--- src/rtl/hotel_pkg.sv ---
// Shared definitions for the hotel booking/checkout slice: note codes, values, checkout states.
package hotel_pkg;

    localparam logic [2:0] NOTE_NONE = 3'd0;
    localparam logic [2:0] NOTE_10   = 3'd1;
    localparam logic [2:0] NOTE_20   = 3'd2;
    localparam logic [2:0] NOTE_50   = 3'd3;
    localparam logic [2:0] NOTE_100  = 3'd4;
    localparam logic [2:0] NOTE_200  = 3'd5;
    localparam logic [2:0] NOTE_500  = 3'd6;

    localparam int unsigned NOTE_VAL_W = 10;

    typedef enum logic [2:0] {
        ST_IDLE,
        ST_COLLECT,
        ST_CHANGE,
        ST_REFUND,
        ST_RECEIPT
    } checkout_state_t;

    // Face value of a note code; 0 for the unused codes 0 and 7.
    function automatic logic [NOTE_VAL_W-1:0] note_value(input logic [2:0] code);
        case (code)
            NOTE_10:  note_value = 10'd10;
            NOTE_20:  note_value = 10'd20;
            NOTE_50:  note_value = 10'd50;
            NOTE_100: note_value = 10'd100;
            NOTE_200: note_value = 10'd200;
            NOTE_500: note_value = 10'd500;
            default:  note_value = 10'd0;
        endcase
    endfunction

endpackage

--- src/rtl/note_dispenser.sv ---
// Greedy note dispenser: after load, emits one largest-fitting note per cycle, then done + residue.
module note_dispenser
    import hotel_pkg::*;
#(
    parameter int unsigned BILL_W = 16
) (
    input  logic              clk,
    input  logic              rst,
    input  logic              load,
    input  logic [BILL_W-1:0] amount,
    output logic              note_valid,
    output logic [2:0]        note_code,
    output logic              done,
    output logic [3:0]        residue
);

    logic              active;
    logic [BILL_W-1:0] remaining;
    logic [2:0]        pick_code;

    // Largest note that still fits in the remaining amount.
    always_comb begin
        pick_code = NOTE_NONE;
        if (remaining >= BILL_W'(500))      pick_code = NOTE_500;
        else if (remaining >= BILL_W'(200)) pick_code = NOTE_200;
        else if (remaining >= BILL_W'(100)) pick_code = NOTE_100;
        else if (remaining >= BILL_W'(50))  pick_code = NOTE_50;
        else if (remaining >= BILL_W'(20))  pick_code = NOTE_20;
        else if (remaining >= BILL_W'(10))  pick_code = NOTE_10;
    end

    // Dispense sequencer; done pulses once the remainder drops below the smallest note.
    always_ff @(posedge clk or posedge rst) begin
        if (rst) begin
            active     <= 1'b0;
            remaining  <= '0;
            note_valid <= 1'b0;
            note_code  <= NOTE_NONE;
            done       <= 1'b0;
            residue    <= 4'd0;
        end else begin
            note_valid <= 1'b0;
            note_code  <= NOTE_NONE;
            done       <= 1'b0;
            if (load) begin
                active    <= 1'b1;
                remaining <= amount;
            end else if (active) begin
                if (pick_code != NOTE_NONE) begin
                    note_valid <= 1'b1;
                    note_code  <= pick_code;
                    remaining  <= remaining - BILL_W'(note_value(pick_code));
                end else begin
                    active  <= 1'b0;
                    done    <= 1'b1;
                    residue <= remaining[3:0];
                end
            end
        end
    end

endmodule

--- src/rtl/booking_checkout.sv ---
// Checkout stage: captures a booking, collects notes, dispenses change or refund, issues receipt.
module booking_checkout
    import hotel_pkg::*;
#(
    parameter int unsigned BILL_W         = 16,
    parameter int unsigned TIMEOUT_CYCLES = 1000
) (
    input  logic              clk,
    input  logic              rst,
    input  logic              booking_valid,
    input  logic [BILL_W-1:0] bill,
    input  logic [2:0]        room_id,
    input  logic              pay_valid,
    input  logic [2:0]        pay_code,
    input  logic              cancel,
    output logic              busy,
    output logic              booking_reject,
    output logic              pay_reject,
    output logic [BILL_W-1:0] paid_total,
    output logic              note_valid,
    output logic [2:0]        note_code,
    output logic              refund_flag,
    output logic              receipt_valid,
    output logic [2:0]        receipt_room,
    output logic [3:0]        change_residue,
    output logic              timeout_err
);

    localparam int unsigned TIMER_W = $clog2(TIMEOUT_CYCLES + 1);

    checkout_state_t   state;
    logic [BILL_W-1:0] bill_r;
    logic [2:0]        room_r;
    logic [TIMER_W-1:0] timer;

    logic              code_ok;
    logic              fits;
    logic [BILL_W:0]   sum_wide;
    logic              pay_accept;
    logic              timer_fire;
    logic              change_load;
    logic              refund_load;
    logic              disp_load;
    logic [BILL_W-1:0] disp_amount;
    logic              disp_done;
    logic [3:0]        disp_residue;

    // Note qualification and dispenser load decisions for the current cycle.
    always_comb begin
        code_ok     = (note_value(pay_code) != '0);
        sum_wide    = {1'b0, paid_total} + (BILL_W+1)'(note_value(pay_code));
        fits        = !sum_wide[BILL_W];
        pay_accept  = (state == ST_COLLECT) && pay_valid && !cancel && code_ok && fits;
        timer_fire  = (state == ST_COLLECT) && !cancel && !pay_accept &&
                      (timer == TIMER_W'(TIMEOUT_CYCLES - 1));
        change_load = pay_accept && (sum_wide[BILL_W-1:0] >= bill_r);
        refund_load = (state == ST_COLLECT) && (cancel || timer_fire) && (paid_total != '0);
        disp_load   = change_load || refund_load;
        disp_amount = change_load ? (sum_wide[BILL_W-1:0] - bill_r) : paid_total;
    end

    note_dispenser #(
        .BILL_W (BILL_W)
    ) u_dispenser (
        .clk        (clk),
        .rst        (rst),
        .load       (disp_load),
        .amount     (disp_amount),
        .note_valid (note_valid),
        .note_code  (note_code),
        .done       (disp_done),
        .residue    (disp_residue)
    );

    // Checkout FSM with capture registers, paid accumulator and idle timer.
    always_ff @(posedge clk or posedge rst) begin
        if (rst) begin
            state          <= ST_IDLE;
            bill_r         <= '0;
            room_r         <= 3'd0;
            timer          <= '0;
            busy           <= 1'b0;
            booking_reject <= 1'b0;
            pay_reject     <= 1'b0;
            paid_total     <= '0;
            refund_flag    <= 1'b0;
            receipt_valid  <= 1'b0;
            receipt_room   <= 3'd0;
            change_residue <= 4'd0;
            timeout_err    <= 1'b0;
        end else begin
            booking_reject <= booking_valid && (state != ST_IDLE);
            pay_reject     <= pay_valid && ((state != ST_COLLECT) ||
                                            (!cancel && (!code_ok || !fits)));
            timeout_err    <= timer_fire;
            receipt_valid  <= 1'b0;
            case (state)
                ST_IDLE: begin
                    if (booking_valid) begin
                        bill_r     <= bill;
                        room_r     <= room_id;
                        paid_total <= '0;
                        timer      <= '0;
                        busy       <= 1'b1;
                        if (bill == '0) begin
                            state          <= ST_RECEIPT;
                            receipt_valid  <= 1'b1;
                            receipt_room   <= room_id;
                            change_residue <= 4'd0;
                        end else begin
                            state <= ST_COLLECT;
                        end
                    end
                end
                ST_COLLECT: begin
                    if (cancel || timer_fire) begin
                        if (paid_total != '0) begin
                            state       <= ST_REFUND;
                            refund_flag <= 1'b1;
                        end else begin
                            state <= ST_IDLE;
                            busy  <= 1'b0;
                        end
                    end else if (pay_accept) begin
                        paid_total <= sum_wide[BILL_W-1:0];
                        timer      <= '0;
                        if (change_load) state <= ST_CHANGE;
                    end else begin
                        timer <= timer + TIMER_W'(1);
                    end
                end
                ST_CHANGE: begin
                    if (disp_done) begin
                        state          <= ST_RECEIPT;
                        receipt_valid  <= 1'b1;
                        receipt_room   <= room_r;
                        change_residue <= disp_residue;
                    end
                end
                ST_REFUND: begin
                    if (disp_done) begin
                        state       <= ST_IDLE;
                        refund_flag <= 1'b0;
                        busy        <= 1'b0;
                    end
                end
                ST_RECEIPT: begin
                    state <= ST_IDLE;
                    busy  <= 1'b0;
                end
                default: begin
                    state <= ST_IDLE;
                    busy  <= 1'b0;
                end
            endcase
        end
    end

endmodule

--- config.mk ---
export PLATFORM = sky130hd
export DESIGN_NAME = booking_checkout
export DESIGN_NICKNAME = d
export VERILOG_FILES = /design/src/rtl/hotel_pkg.sv /design/src/rtl/note_dispenser.sv /design/src/rtl/booking_checkout.sv
export SDC_FILE = /design/constraint.sdc
export NUM_CORES = 1
export LEC_CHECK = 0
export BUFFER_PORTS_ARGS = -buffer_cell sky130_fd_sc_hd__buf_2
export CAP_MARGIN = 20
export CORE_MARGIN = 2
export CORE_UTILIZATION = 50
export DETAILED_ROUTE_END_ITERATION = 6
export PLACE_DENSITY = 0.79
export SLEW_MARGIN = 30
export SYNTH_ARGS = -nofsm -noshare
export SYNTH_HDL_FRONTEND = slang
export SYNTH_HIERARCHICAL = 1
export SYNTH_SLANG_ARGS = --single-unit
--- constraint.sdc ---
create_clock -name clk -period 11.8 [get_ports clk]
set_input_delay 2.36 -clock clk [delete_from_list [all_inputs] [get_ports clk]]
set_output_delay 2.36 -clock clk [all_outputs]
set_load 0.01 [all_outputs]
==> results by stage, run 1 <==
Clocking:
- The count of H-tree levels built during CTS is 3.
- The number of clock buffers added by TritonCTS is 9.
- The TritonCTS sink count is 86.
- The number of buffers added for setup after CTS is 0.
- The TritonCTS clock tree is done.
- In this run, post-CTS hold repair placed 0 buffers.
- The clock network latency to the later pin of the worst-skew pair is ~0.34 ns.
- The tree is rooted in a clkbuf_16.
- The maximum count of clock buffers along a single path is 2.
- In this run, post-CTS repair resized a total of 0 instances.
- The clock-pin slew reported for the worst setup and hold paths after clock tree synthesis is 0.07 ns.

Pwr:
- IR analysis of the VDD net gives a maximum drop of around 0.00012 V.
- For this design the ratio of total power to cell area is between 200 and 250 nW/µm².
- The design draws around 1.6 mW.
- The total leakage power is slightly above 3 nW.

Floorplan:
- Once the floorplan was initialized, standard cells occupied about half of the core.
- The number of rows created at floorplan is 39.
- After floorplanning, the core was sized to cover 11,400 µm².
- The die is 112 µm tall.
- The horizontal die dimension is 112 µm.
- The floorplan step defined a die boundary enclosing about 13,000 µm².
- During I/O placement, the number of pins put on the boundary was 60.

Placement:
- The half-perimeter wire length of the detailed placement result is about 11,000 µm.
- The final weighted congestion of routability-driven global placement is between 0.9 and 1.
- OpenSTA, run right after detailed placement, puts the worst setup slack at between 3 and 4 ns.
- Port buffering added 58 buffers.
- Counting tap cells, the placed design contains a total of ~840 instances.

Critical path:
- The startpoint-to-endpoint class of the critical path is in2reg.
- STA classifies the critical path endpoint as a flop.
- The signal on the critical path passes through buf_2 -> nor2b_1 -> ha_1 -> fa_1 -> a21o_1 -> a21oi_1 -> o21ai_0 -> o41ai_1 -> nor2_1 -> xor2_1 -> ha_1 -> a21oi_1 -> o21a_1 -> o21ai_0 -> o211ai_1 -> a211o_1 -> o21ai_1 -> buf_4 -> inv_1 -> nand2_1 -> a21o_1 -> nor4_1 -> mux2_2.
- Data on the critical path is required at its endpoint by between 10 and 15 ns.
- The largest individual stage delay along the critical path comes from the cell a211o_1.
- The buffers plus inverters on the worst setup path is 3.
- The worst setup path is launched from a primary input.
- The cell class contributing the biggest share of worst-path delay is compound AO/OA/AOI/OAI gates.
- The top fanout value on the critical path is 33.
- The delay of the slowest cell on the worst path is roughly 0.69 ns.
- For the worst setup path, the data arrival time is 8.29 ns.

Drt:
- The first-pass detailed-route iteration total is 7.
- Wire segments on met2 add up to 7460 µm in the final route.
- The count of routing violations after the opening detailed-route iteration is 349.
- In the routed design, unresolved DRC markers number 0.
- The routed length per instance is approximately 18 µm.
- The count of nets left with antenna violations once routing finished came out at 0.
- After detailed routing, the total wire length is 15,000 µm.
- The via count normalized by instance count is just over 6.
- The number of vias in the routed layout is between 5,000 and 6,000.
- The highest signal layer in the routed design is met4.
- The total length of routed met3 wires is 715 µm.
- The sum of routed wire segments on met1 is 6560 µm.

Global routing:
- The global-route wire length before repair is between 20,000 and 25,000 µm.
- The overall routing resource usage is 24.2%.
- Entering global routing, the biggest net connects 52 pins.
- Global routing finished with a remaining overflow of 0.
- The via count of the first global-routing pass is 5,052.
- The initial antenna violation count is 0.

Timing:
- Setup repair after global routing left no endpoint under its margin.
- The worst-margin pin slew is 0.893 ns.
- In the finished design, the share of the clock period the worst path needs comes to between 60% and 70%.
- For the finished layout, the period the worst path requires is 8.06 ns.
- The number of max-slew violations in the final report is 0.
- The count of final setup violators is 0.
- The upper clock frequency limit is 124 MHz.
- The number of hold violations in the final report is 0.
- The final clock skew is about 0.010 ns.
- The worst slew margin relative to its limit is about two fifths.
- The post-route setup TNS is 0 ns.
- Setup slack closes at about 3.7 ns.

Cells and area:
- After the last flow step, the layout net total stands at 769.
- Once layout is complete, the cells apart from fillers number around 850.
- The share of cells above drive strength 1 is approximately 15%.
- 0 antenna diodes ended up in the layout.
- The filler cells instantiated in the layout total just under 1,000.
- From synthesis to final layout, the design area changed by 11.9%.

Synthesis:
- In this run the mean area of a mapped cell was 8.84 µm².
- The share of flip-flops with an asynchronous set or reset is 100%.
- The synthesized flop and latch total is 86.
- The synthesized netlist occupies a cell area of 5830 µm².
- The count of cell types in the netlist is 73.
- Counting every instance in the synthesized netlist gives 660.
- The number of flops mapped to enable cells by yosys is 0.
- The most instantiated flip-flop cell in the synthesis netlist is dfrtp_1.
- After synthesis, flip-flops and latches occupy a little under two fifths of the total area.
- The number of synthesis warnings is 6.
- The post-synthesis net count is roughly 720.

Worst hold path:
- The class of the tightest hold or removal check is reg2reg.

Status:
- The run finished with clean final reports.

Run:
- Max-cap violations in this run came to 0.
==> cell type report <==
cell class                 instances  area, µm²  share of cell area, %
sequential                        86       2150                   33.0
multi-input combinational        510       3410                   52.3
timing repair buffer              61        313                   4.79
clock buffer                      10        239                   3.66
clock inverter                     6       91.3                   1.40
inverter                          38        143                   2.18
tap                              143        179                   2.74
==> report_power, final <==
group | internal, mW | total, mW | leakage (nW) | switching, mW
Sequential | 0.383 | 0.473 | 1.10 | 0.0905
Clock | 0.193 | 0.316 | 0.163 | 0.123
Combinational | 0.339 | 0.815 | 1.84 | 0.476
Total | 0.914 | 1.60 | 3.10 | 0.690
==> metrics by stage <==
| stage | hold slack, ns | instance area (µm²) | util, % |
|---|---|---|---|
| floorplan | 0.445 | 5830 | - |
| global placement | 0.459 | 6200 | 54.3 |
| detailed placement | 0.462 | 6200 | 54.3 |
| CTS | 0.478 | 6530 | 57.2 |
| global route | 0.510 | 6530 | 57.2 |
| finish | 0.474 | 6530 | 57.2 |
==> Yosys cell counts, types with 3 or more instances <==
| cell | count | area share (%) |
|---|---|---|
| a211oi_1 | 7 | 0.90 |
| a21boi_0 | 4 | 0.51 |
| a21o_1 | 10 | 1.3 |
| a21oi_1 | 25 | 2.1 |
| a22o_1 | 14 | 2.1 |
| a22oi_1 | 3 | 0.39 |
| a31oi_1 | 6 | 0.64 |
| a41oi_1 | 3 | 0.45 |
| and2_1 | 4 | 0.43 |
| and3_1 | 11 | 1.2 |
| and3b_1 | 3 | 0.45 |
| buf_2 | 4 | 0.34 |
| buf_6 | 3 | 0.58 |
| clkbuf_1 | 16 | 1.0 |
| dfrtp_1 | 86 | 37 |
| fa_1 | 3 | 1.0 |
| ha_1 | 33 | 7.1 |
| inv_1 | 38 | 2.4 |
| mux2_2 | 7 | 1.4 |
| mux2_4 | 3 | 0.77 |
| mux2i_1 | 11 | 1.9 |
| nand2_1 | 79 | 5.1 |
| nand2b_1 | 10 | 1.1 |
| nand3_1 | 13 | 1.1 |
| nand4_1 | 7 | 0.75 |
| nor2_1 | 39 | 2.5 |
| nor2b_1 | 9 | 0.96 |
| nor3_1 | 18 | 1.5 |
| nor4_1 | 11 | 1.2 |
| o211ai_1 | 4 | 0.51 |
| o21a_1 | 6 | 0.77 |
| o21ai_0 | 71 | 6.1 |
| o21ai_1 | 4 | 0.34 |
| o21bai_1 | 3 | 0.39 |
| o31ai_1 | 6 | 0.77 |
| or3_1 | 9 | 0.96 |
| or4_1 | 6 | 0.77 |
| xnor2_1 | 12 | 1.8 |
| xor2_1 | 19 | 2.9 |
==> path summary, 6_finish.rpt <==
check                                    from                   endpoint  slack [ns]  cells past startpoint
max in group asynchronous                 rst                  bill_r[0]        8.93                      3
min in group asynchronous                 rst          change_residue[1]        1.94                      2
worst max-delay path              pay_code[0]  u_dispenser/remaining[12]        3.74                     23
worst min-delay path                room_r[2]                  room_r[2]        0.47                      2
worst min register to register      room_r[2]                  room_r[2]        0.47                      2
worst max register to register  paid_total[1]  u_dispenser/remaining[12]        5.52                     21
==> metal layers <==
layer  vias to the layer above  GRT usage, %
met2                       171          42.5
met5                         -             0
met1                      2513          31.3
met4                         0          9.11
met3                        22          2.27
li1                       2481             -
==> flip-flops by register name, summed over array words and instances (netlist names) <==
signal and flops:
bill_r 16, u_dispenser/remaining 16, paid_total 15, timer 10
change_residue 4, u_dispenser/residue 4, receipt_room 3, room_r 3
state 3, u_dispenser/note_code 3, booking_reject 1, busy 1
pay_reject 1, receipt_valid 1, refund_flag 1, timeout_err 1
u_dispenser/active 1, u_dispenser/done 1, u_dispenser/note_valid 1
==> placed cells by master (no fill, tap or decap), types with 10 or more instances in the layout <==
cell type   n
nand2b_1   10
and3_1     11
nor4_1     11
ha_1       33
mux2i_1    11
a21o_1     10
xor2_1     19
o21ai_0    70
nor3_1     18
xnor2_1    12
nand2_1    79
dfrtp_1    86
nand3_1    13
a22o_1     14
buf_2      58
a21oi_1    25
nor2_1     38
inv_1      36
==> worst reg2reg max path, stage by stage, from the launching register on <==
cell	delay [ns]
dfrtp_1	0.46
ha_1	0.29
fa_1	0.43
a21o_1	0.20
a21oi_1	0.22
o21ai_0	0.16
o41ai_1	0.63
nor2_1	0.12
xor2_1	0.19
ha_1	0.38
a21oi_1	0.20
o21a_1	0.20
o21ai_0	0.11
o211ai_1	0.19
a211o_1	0.69
o21ai_1	0.15
buf_4	0.26
inv_1	0.22
nand2_1	0.18
a21o_1	0.26
nor4_1	0.26
mux2_2	0.37
==> cells by family (layout without fill, tap and decap cells) <==
logic type	after synthesis	after routing	share of synthesized area, %
fa+ha+maj	36	36	8.11
mux	21	21	4.01
buf+inv	64	115	4.68
simple gates	230	230	19.9
compound gates	191	191	21.7
flops	86	86	36.9
other cells	1	1	0.0643
xor+xnor	31	31	4.65
Note: power is estimated with default switching activity, not from simulation.
==> run 2: changes to the inputs <==
==> constraint.sdc (replaced) <==
create_clock -name clk -period 8.15 [get_ports clk]
set_input_delay 1.63 -clock clk [delete_from_list [all_inputs] [get_ports clk]]
set_output_delay 1.63 -clock clk [all_outputs]
set_load 0.01 [all_outputs]
==> run 2 against run 1 <==
Core utilization increased by 0.20 points; hold slack better by 0.0085 ns; via count grew 0.39%; wire length fell by 0.51%; combinational power increased by 45%; cell area rose by 0.34%; highest routed layer unchanged.
==> results by stage, run 2 (synthesized netlist as in run 1, its figures left out) <==
Global routing:
- Global routing finished with a remaining overflow of 0.
- The first global-routing pass estimated between 20,000 and 25,000 µm of wire.
- The largest net degree at the start of global routing is 53.
- The initial antenna violation count is 0.
- The overall routing resource usage is between 20% and 30%.
- The via count of the first global-routing pass was 5,012.

Drt:
- The number of design rule violations left after detail routing is 0.
- The routed length per instance is between 15 and 20 µm.
- For this run, the detailed router's first-pass iteration total came to 7.
- In this run, the number of DRC markers left after iteration 0 of detailed routing was 340.
- In the routed layout, each cell is associated on average with a via count of a little over 6.
- The number of vias in the routed layout is approximately 5,200.
- Once detail routing completed, the nets flagged for antenna violations numbered 0.
- The final wirelength is roughly 15,000 µm.

Placement:
- The count of input and output buffers is a little under 60.
- OpenSTA, run right after detailed placement, puts the worst setup slack at around 0.9 ns.
- The final weighted congestion of routability-driven global placement is just under 1.
- The half-perimeter wire length of the detailed placement result is ~11,000 µm.

Cells and area:
- The final layout net count is 770.
- Relative to the synthesized area, the layout overhead comes to 12.3%.
- Cells with a size suffix above 1 make up 14.7% of the layout.
- The number of antenna diodes in the final layout is 0.
- Registers take about 2200 µm².
- The library cells used most frequently in the layout, excluding fill and tap cells, are dfrtp_1 (86), nand2_1 (79), o21ai_0 (70), buf_2 (58), nor2_1 (38).
- The area of combinational cells with multiple inputs is 3410 µm².
- The commonest non-fill, non-tap cell in the layout is dfrtp_1.
- After filler insertion, the fill cell instance count of the layout stands at 1,022.
- In the final layout, the registers with the most flip-flops are bill_r: 16 flops, u_dispenser/remaining: 16 flops, paid_total: 15 flops.

Timing:
- The worst-margin pin slew is ~0.86 ns.
- The worst setup slack after layout is 1.11 ns.
- The final clock skew is around 0.015 ns.
- Setup repair after global routing left no endpoint under its margin.
- The post-route setup TNS is 0 ns.
- The number of hold violations in the final report is 0.
- The number of max-slew violations in the final report was 0.
- The final critical delay including setup and external delays is approximately 7.0 ns.
- The final worst-path cycle share is between 80% and 90%.
- The upper clock frequency limit is roughly 140 MHz.
- The worst slew margin relative to its limit is 42.2%.
- The count of final setup violators is 0.

Floorplan:
- The die covers approximately 13,000 µm².
- In this run the horizontal extent of the chip is approximately 110 µm.
- The I/O pin total is 60.
- Once the floorplan was initialized, standard cells occupied 51.1% of the core.
- The number of rows created at floorplan is 39.
- The core area is ~11,000 µm².
- From bottom edge to top edge, the die measures around 110 µm.

Worst hold path:
- The worst min-delay path startpoint is room_r[0].
- The class of the tightest hold or removal check is reg2reg.

Critical path:
- The slowest cell on the critical path is o41ai_1.
- The worst setup path is launched from a primary input.
- The signal on the critical path passes through buf_2 -> nor2b_1 -> ha_1 -> fa_1 -> a21o_1 -> a21oi_1 -> o21ai_0 -> o41ai_1 -> nor2_1 -> xor2_1 -> ha_1 -> a21oi_1 -> o21a_1 -> o21ai_0 -> o211ai_1 -> a211o_1 -> buf_4 -> o21ai_1 -> buf_4 -> inv_1 -> nand2_1 -> a21o_1 -> nor4_1 -> mux2_2.
- The delay of the slowest cell on the worst path is 0.64 ns.
- The worst setup path is of the in2reg kind.
- The startpoint identified for the worst register-to-register timing path is paid_total[1].
- The endpoint class of the critical path is a flop.
- Data on the critical path is required at its endpoint by 8.38 ns.
- Counting both buffers and inverters, the worst setup path holds a total of 4.
- Among cell families on the critical path, the largest total delay comes from compound AO/OA/AOI/OAI gates.
- Along the worst path, the maximum fanout reaches 33.
- The origin of the worst setup path is pay_code[0].
- Data arrives at the worst endpoint at about 7.3 ns.

Clocking:
- The maximum count of clock buffers along a single path is 2.
- The clock tree synthesis step divided the H-tree into 3 levels.
- The number of buffers added for setup after CTS is 0.
- The number of buffers inserted for hold repair after clock tree synthesis is 0.
- The number of instances resized during post-cts repair is 0.
- After clock tree synthesis, the clock-pin slew on the worst setup and hold paths is roughly 0.070 ns.
- The TritonCTS sink count is 86.
- The tree is rooted in a clkbuf_16.
- The clock network latency to the later pin of the worst-skew pair is 0.35 ns.
- The total CTS buffers is 9.
- TritonCTS built the clock tree.

Run:
- Across the run, the number of max-cap violations was 0.

Pwr:
- The peak ir drop on the vdd network is 0.000167 V.
- Dividing total power by cell area gives a power density of 358 nW/µm².
- After layout, the design draws a total of roughly 2.3 mW.
- The total leakage power is just over 3 nW.

Status:
- The run finished with clean final reports.
==> run 2: per-layer routing <==
metal / wire length [µm] / track usage, % / up-vias
met1: 6420 / 32.6 / 2487
met3: 1020 / 4.32 / 31
met2: 7180 / 39.8 / 213
met4: 347 / 7.72 / 0
met5: 0 / 0 / -
li1: - / - / 2476
==> run 2: path summary, 6_finish.rpt <==
check                                                  to  slack, ns  cells past startpoint
worst min-delay path                            room_r[0]       0.48                      2
worst max-delay path            u_dispenser/remaining[12]       1.11                     24
worst min register to register                  room_r[0]       0.48                      2
min in group asynchronous               change_residue[0]       1.20                      2
max in group asynchronous                       bill_r[0]       5.99                      3
worst max register to register  u_dispenser/remaining[12]       2.15                     22
==> run 2: final cells by class <==
cell class              count  area share, %
flip-flops and latches     86           32.8
well taps                 143           2.73
clock buffers              10           3.50
repair buffers             62           4.89
inverters                  38           2.18
clock inverters             6           1.78
multi-input cells         510           52.1
==> run 2: per-stage QoR <==
step           utilization [%]  instances  hold slack, ns  instance area (µm²)
2_1_floorplan                -        660           0.445                 5830
3_3_place_gp              54.4        839           0.459                 6210
3_5_place_dp              54.4        839           0.464                 6210
4_1_cts                   57.4        855           0.481                 6550
5_1_grt                   57.4        855           0.500                 6550
6_report                  57.4        855           0.483                 6550
==> run 2: worst register-to-register path, cell delays in order (launching register included) <==
cell and delay (ns):
dfrtp_1 0.48, ha_1 0.31, fa_1 0.42, a21o_1 0.21
a21oi_1 0.22, o21ai_0 0.16, o41ai_1 0.64, nor2_1 0.11
xor2_1 0.19, ha_1 0.37, a21oi_1 0.17, o21a_1 0.20
o21ai_0 0.10, o211ai_1 0.19, a211o_1 0.17, buf_4 0.28
o21ai_1 0.11, buf_4 0.23, inv_1 0.21, nand2_1 0.19
a21o_1 0.27, nor4_1 0.29, mux2_2 0.38
==> run 2: power by group <==
| part | switching (mW) | internal (mW) | leakage, nW |
|---|---|---|---|
| combinational | 0.689 | 0.491 | 1.84 |
| clock | 0.179 | 0.303 | 0.168 |
| sequential | 0.131 | 0.554 | 1.10 |
| total | 0.999 | 1.35 | 3.11 |
